<file path="config.mk">
export PLATFORM = sky130hd
export DESIGN_NAME = dequant_unpack
export DESIGN_NICKNAME = d
export VERILOG_FILES = /design/src/rtl/dequant_unpack.sv
export SDC_FILE = /design/constraint.sdc
export NUM_CORES = 1
export LEC_CHECK = 0
export ABC_AREA = 1
export CORE_UTILIZATION = 58
export CTS_BUF_LIST = sky130_fd_sc_hd__clkbuf_2
export DETAILED_ROUTE_END_ITERATION = 7
export GPL_ROUTABILITY_DRIVEN = 0
export PLACE_DENSITY = 0.87
export SYNTH_ARGS = -nofsm -noshare
export SYNTH_HDL_FRONTEND = slang
export SYNTH_SLANG_ARGS = --single-unit
export TNS_END_PERCENT = 10
</file>
<file path="constraint.sdc">
create_clock -name clk -period 6.3 [get_ports clk]
set_clock_uncertainty 0.1 [all_clocks]
set_input_delay 0.63 -clock clk [delete_from_list [all_inputs] [get_ports clk]]
set_output_delay 0.63 -clock clk [all_outputs]
set_load 0.01 [all_outputs]
</file>
<file path="src/rtl/dequant_unpack.sv">
// Widening stage: subtracts a per-word zero point from each narrow lane, left-shifts
// into the wide accumulator format with saturation, and streams one lane per cycle.
module dequant_unpack #(
  parameter int IDW   = 8,
  parameter int ODW   = 16,
  parameter int LANES = 4,
  parameter int SW    = $clog2(ODW)
) (
  input  logic                   clk,
  input  logic                   rst_n,
  input  logic                   in_valid,
  output logic                   in_ready,
  input  logic [LANES*IDW-1:0]   in_data,
  input  logic                   in_last,
  input  logic [IDW-1:0]         zero_point,
  input  logic [SW-1:0]          shift,
  output logic                   out_valid,
  input  logic                   out_ready,
  output logic [ODW-1:0]         out_data,
  output logic                   out_last,
  output logic                   busy
);

  localparam int LW = (LANES > 1) ? $clog2(LANES) : 1;
  // Wide enough to hold the largest shifted difference without overflow.
  localparam int PW = IDW + 1 + (1 << SW);
  localparam logic [LW-1:0] LAST_LANE = LW'(LANES - 1);

  function automatic logic signed [PW-1:0] widen(input logic signed [IDW-1:0] x,
                                                  input logic signed [IDW-1:0] zp,
                                                  input logic        [SW-1:0]  sh);
    logic signed [IDW:0]  d;
    logic signed [PW-1:0] dx;
    d  = {x[IDW-1], x} - {zp[IDW-1], zp};
    dx = {{(PW-IDW-1){d[IDW]}}, d};
    return dx <<< sh;
  endfunction

  function automatic logic signed [ODW-1:0] sat(input logic signed [PW-1:0] p);
    logic signed [ODW-1:0] r;
    if (p[PW-1:ODW-1] == {(PW-ODW+1){p[PW-1]}})
      r = p[ODW-1:0];
    else if (p[PW-1])
      r = {1'b1, {(ODW-1){1'b0}}};
    else
      r = {1'b0, {(ODW-1){1'b1}}};
    return r;
  endfunction

  logic [LANES*IDW-1:0]  data_p0;
  logic signed [IDW-1:0] zp_p0;
  logic [SW-1:0]         shift_p0;
  logic                  last_p0;
  logic [LW-1:0]         lane_p0;
  logic                  vld_p0;

  logic signed [ODW-1:0] data_p1;
  logic                  last_p1;
  logic                  vld_p1;

  logic                  advance;
  logic                  accept;
  logic                  at_last;
  logic signed [IDW-1:0] elem;
  logic signed [ODW-1:0] widened;

  assign at_last  = (lane_p0 == LAST_LANE);
  assign advance  = vld_p0 && (!vld_p1 || out_ready);
  assign in_ready = rst_n && (!vld_p0 || (at_last && advance));
  assign accept   = in_valid && in_ready;
  assign elem     = data_p0[lane_p0*IDW +: IDW];
  assign widened  = sat(widen(elem, zp_p0, shift_p0));

  // Stage p0: word buffer, payload captured on accept only
  always_ff @(posedge clk) begin
    if (accept) begin
      data_p0  <= in_data;
      zp_p0    <= zero_point;
      shift_p0 <= shift;
      last_p0  <= in_last;
    end
  end

  always_ff @(posedge clk or negedge rst_n) begin
    if (!rst_n) begin
      vld_p0  <= 1'b0;
      lane_p0 <= '0;
    end else if (accept) begin
      vld_p0  <= 1'b1;
      lane_p0 <= '0;
    end else if (advance) begin
      if (at_last) begin
        vld_p0  <= 1'b0;
        lane_p0 <= '0;
      end else begin
        lane_p0 <= lane_p0 + 1'b1;
      end
    end
  end

  // Stage p1: output register, held stable under back-pressure
  always_ff @(posedge clk or negedge rst_n) begin
    if (!rst_n) begin
      vld_p1  <= 1'b0;
      data_p1 <= '0;
      last_p1 <= 1'b0;
    end else if (advance) begin
      vld_p1  <= 1'b1;
      data_p1 <= widened;
      last_p1 <= last_p0 && at_last;
    end else if (vld_p1 && out_ready) begin
      vld_p1  <= 1'b0;
    end
  end

  assign out_valid = vld_p1;
  assign out_data  = data_p1;
  assign out_last  = last_p1;
  assign busy      = vld_p0 || vld_p1;

endmodule

</file>
### Yosys cells after proc, flatten, opt, wreduce, memory -nomap -nowiden

Cells that the tools add are included.

* logic and storage cells: 40
* output and inout port bits: 20
* register bits: 66

* equal/unequal tests: 2
* add/sub/neg operators: 2
* muxes and demuxes: 10
* shifts and indexed selects: 2
* reductions and logical operators: 15

Operator list (number)
* 16-bit 2-to-1 mux: 2
* 32-bit by 6-bit indexed part select with 8-bit output: 1
* 9-bit by 4-bit <<< shifter with 25-bit output: 1
* 9-bit equality test: 1
* 8-bit by 8-bit subtractor with 9-bit output: 1
* 1-bit logical AND: 6
* 2-bit 2-to-1 mux: 3
* 2-bit nonzero test: 3
* 1-bit 2-to-1 mux: 5
* 1-bit logical OR: 3
* 2-bit by 1-bit adder with 2-bit output, second input constant: 1
* 2-bit equality test, second input constant: 1
* 1-bit zero test: 2
* 2-bit AND reduction: 1

### Logic depth before layout (Yosys ltp)

* depth in word-level cells: 9
* depth in mapped cells: 26
* gate-level depth less buffers: 24

### Worst setup path after synthesis

Ideal clock, no wire load.

* kind: flip-flop to flip-flop
* from: register lane_p0[0]
* to: register data_p1[0] (netlist: out_data[0])
* arrival: 2853 ps
* cell stages (with the launch flop): 24
* path buffers: 3
* clock period less this slack: 3071 ps
* path slack: 3229 ps
* required time: 6082 ps
* cells stage by stage: dfrtp_1 > clkbuf_1 > inv_1 > clkbuf_1 > nor2_1 > o22ai_1 > ha_1 > nand2_1 > inv_2 > a21oi_2 > nand2_2 > nand2_2 > nand3_2 > nand3_2 > nand3_1 > nand2_1 > nand2_1 > nor2_1 > nand2_2 > nand4_4 > buf_6 > nand2_1 > nand2_1 > nand2_1

* longest elaborated chain between the ends: 5
* elaborated cells on any way between the ends: 6

RTL lines
* start, declared: line 54 `logic [LW-1:0] lane_p0;`
* start signal, assigned: line 96 `lane_p0 <= lane_p0 + 1'b1;`
* 32-bit by 6-bit indexed part select with 8-bit output *: line 71 `assign elem = data_p0[lane_p0*IDW +: IDW];`
* 8-bit by 8-bit subtractor with 9-bit output *: line 34 `d = {x[IDW-1], x} - {zp[IDW-1], zp};`
* 9-bit by 4-bit <<< shifter with 25-bit output *: line 36 `return dx <<< sh;`
* 9-bit equality test or 16-bit 2-to-1 mux (tied branches): line 41, 43
* 16-bit 2-to-1 mux *: line 41 `if (p[PW-1:ODW-1] == {(PW-ODW+1){p[PW-1]}})`
* end signal, assigned: line 109 `data_p1 <= widened;`
* end, declared: line 57 `logic signed [ODW-1:0] data_p1;`

Mark *: on every way between the ends. The rest lies on a longest branch, timed or not.
A chain may end at the register's enable or synchronous reset.

### Final worst setup path

* from: input out_ready
* to: output in_ready

* longest elaborated chain between the ends: 5

RTL lines
* start, declared: line 18 `input logic out_ready,`
* 1-bit logical OR: line 68 `assign advance = vld_p0 && (!vld_p1 || out_ready);`
* 1-bit logical AND: line 68
* 1-bit logical AND: line 69 `assign in_ready = rst_n && (!vld_p0 || (at_last && advance));`
* 1-bit logical OR: line 69
* 1-bit logical AND: line 69
* end, declared: line 12 `output logic in_ready,`

No other way between the ends.

==> results.ini <==
[run_status]
status=completed

[power]
clkPwrFrac_pct=14.8
pwr-share-comb_pct=54.4
max-vdd-ir-drop_mv=0.286
switching_share_pct=45.0
p_seq_share_pct=30.8
leakage_uw=0.00203
power_switching_uw=930
intPower_uw=1140
power_density_mw_per_mm2=459

[floorplanning]
fp.dieW_um=81.2
rows=28
dieHeight_um=81.2
start_util_pct=60.8
core_mm2=0.00599
die_area_mm2=0.00660
io_pins=69

[timing]
setup_ws_ns=2.32
finalSetupViolCount=0
fin_crit_ns=3.98
hold_slack_ns=0.313
hold_viol_final=0
setup_tns_ns=0
drv_slew=0
slew_headroom_pct=46.4
rsz0062_at_grt=no
period_share_pct=63.2
worst_pin_slew_ns=0.803
max_freq_mhz=251

[clocking]
clock_path_buffers=2
cts_sinks=66
path_clk_slew_ns=0.23
cts_tree=yes
hold_buffers=0
htreeDepth=3
cts_resized=0
numCtsBuffers=9
root_buffer=clkbuf_2
cts.repair_timing.setup_buffer_count=0
clock_latency_ns=0.52

[global_route]
grt_util_all_layers_pct=27.6
grt_pass1_wl_mm=13.3
antenna_found_initial=0
overflow=0
grt_max_degree=27
grt_pass1_vias=2981

[placed_design]
dpl_cell_area_mm2=0.00436
io_buffers=68
dp_slack_ns=2.35
dp_hpwl_mm=5.83

[logic_synthesis]
synth_cells=426
synthDistinctLibCells=35
muxShareOfSynthArea_pct=0.275
ys_ff_latch=66
synth_top_area_cell=edfxtp_1
synth-simple-area-share_pct=30.8
ys_warn_count=0
yosys_most_used_dff=edfxtp_1
yosys.area.top_type_share_pct=37.1
synth_compound_area_share_pct=6.36
synthXorXnorAreaFrac_pct=0.241
avgSynthCellArea_um2=8.55
seq_area_frac_synth_pct=51.5
ys_async_sr_fraction_pct=31.8
synth_area_mm2=0.00364
yosys.area_share.adder_pct=4.67
synth_area_leaders=edfxtp_1 (37%), nand2_1 (16%), dfrtp_1 (14%)
synth_top_family_by_area=simple AND/OR/NAND/NOR gates
syn_nets=488
synth_edf_count=45

[critical_path]
crit_path_start_kind=primary input
r2r-start=lane_p0[0]
crit_arrival_ns=3.25
worstPathMaxFanout=22
crit_start=out_ready
cpPeakStageDelay_ns=0.62
crit_path_top_delay_cell=clkinv_1
path_class=primary input to primary output
worstPathRequired_ns=5.57
reg2regPathDepth=20
crit_path_cell_trace=clkdlybuf4s50_1 > inv_1 > nand2_1 > nand2_1 > clkinv_1 > nand2_1 > nand2_1 > and2_1 > clkdlybuf4s50_1
crit_path_end_kind=primary output
critical_path.most_common_cell=nand2_1
r2r_slack_ns=2.45

[detailed_routing]
drt_wl_total_mm=8.47
via_per_inst=5.48
drc_errors=0
drt_first_pass_iters=7
vias=3132
wire_per_inst_um=14.8
detail-route-antenna-nets=0
drt_iter0_drc=240

[finish]
final_core_util_pct=75.1
area_delta_synth_final_pct=23.6
regArea_mm2=0.00188
fillers=430
nets=554
fin_area_mm2=0.00450
antenna_cells=0
multiInputGateArea_mm2=0.00154
drive_gt1_share_pct=9.86

[worst_hold_path]
hold_class=primary input to asynchronous set/reset pin

[flow_run]
cap_violations=0

## metrics by stage
stage | power [µW] | cells
finish | 2060 | 572
global route | 2240 | 572
CTS | 2060 | 572
detailed placement | 1740 | 556
global placement | 1700 | 556
floorplan | 1430 | 426
## cell usage after synthesis (all sizes together), types with 2 or more instances
| cell | instances |
|---|---|
| o31ai | 2 |
| inv | 38 |
| or2 | 2 |
| dfrtp | 21 |
| ha | 12 |
| o22ai | 7 |
| nand3b | 2 |
| nor2 | 27 |
| nor3 | 3 |
| nand3 | 47 |
| o21ai | 26 |
| nand2 | 162 |
| buf | 9 |
| edfxtp | 45 |
| clkbuf | 6 |
| clkinv | 2 |
| a21oi | 3 |
| nand4 | 5 |
## state kept, by name (all words and copies together), names as in the netlist
register / flops
zp_p0: 8
data_p0: 32
out_valid: 1
last_p0: 1
lane_p0: 2
out_last: 1
vld_p0: 1
shift_p0: 4
out_data: 16
## layout by cell type, fill, tap and decap left out, types with 2 or more instances in the layout
master,netlist,final
nand2_1,151,151
clkdlybuf4s50_1,0,68
edfxtp_1,45,45
nand3_1,39,39
inv_1,32,32
nor2_1,26,26
o21ai_0,25,25
dfrtp_1,21,21
ha_1,12,12
nand2_2,10,10
clkbuf_2,0,9
nand3_2,8,8
o22ai_1,7,7
inv_2,6,6
nand4_1,4,4
a21oi_1,2,2
clkinv_1,2,2
or2_2,2,2
nor3_1,2,2
nand3b_1,2,2
o31ai_1,2,2
inv_6,0,2
bufinv_16,0,2
clkinv_4,0,2
buf_4,0,2
## worst paths after layout
kind | to
setup / recovery | in_ready
hold / removal | out_data[7]
setup reg to reg | out_data[13]
hold reg to reg | out_data[13]
max in group asynchronous | lane_p0[0]
min in group clk | out_data[13]
## critical path: cells and delay by family
family | cells | cell delay (ns)
buffers and inverters | 4 | 1.55
and+or+nand+nor | 5 | 1.05
## power groups by stage
stage | sequential [µW] | combinational [µW] | clock, µW
2_1_floorplan | 639 | 793 | 0
4_1_cts | 635 | 1120 | 305
5_1_grt | 646 | 1270 | 322
6_report | 636 | 1120 | 306
3_5_place_dp | 643 | 1100 | 0
3_3_place_gp | 639 | 1060 | 0
## routing by layer
metal | up-vias | GRT usage [%] | share of wire (%) | wire, µm
met4 | 0 | 10.9 | 2.6 | 218
met1 | 1440 | 32.2 | 40 | 3410
met2 | 123 | 49.2 | 52 | 4410
met5 | - | 0 | 0 | 0
li1 | 1540 | - | - | -
met3 | 29 | 6.07 | 5.1 | 428
## final cells by class
cell class                      count  area share, %
Clock buffer                        9           1.00
Clock inverter                      7           2.22
Inverter                           40           3.34
Multi-Input combinational cell    305           34.2
Sequential cell                    66           41.7
Tap cell                           75           2.08
Timing Repair Buffer               70           15.5
## logic make-up (layout without fill, tap and decap cells)
kind of cell               Yosys count  count (layout)
and+or+nand+nor                    249             249
DFF                                 66              66
buffers and inverters               55             126
AOI/OAI and AO/OA                   41              41
adders and majority gates           13              13
xor gates and xnor gates             1               1
muxes                                1               1
Note: power is estimated with default switching activity, not from simulation.
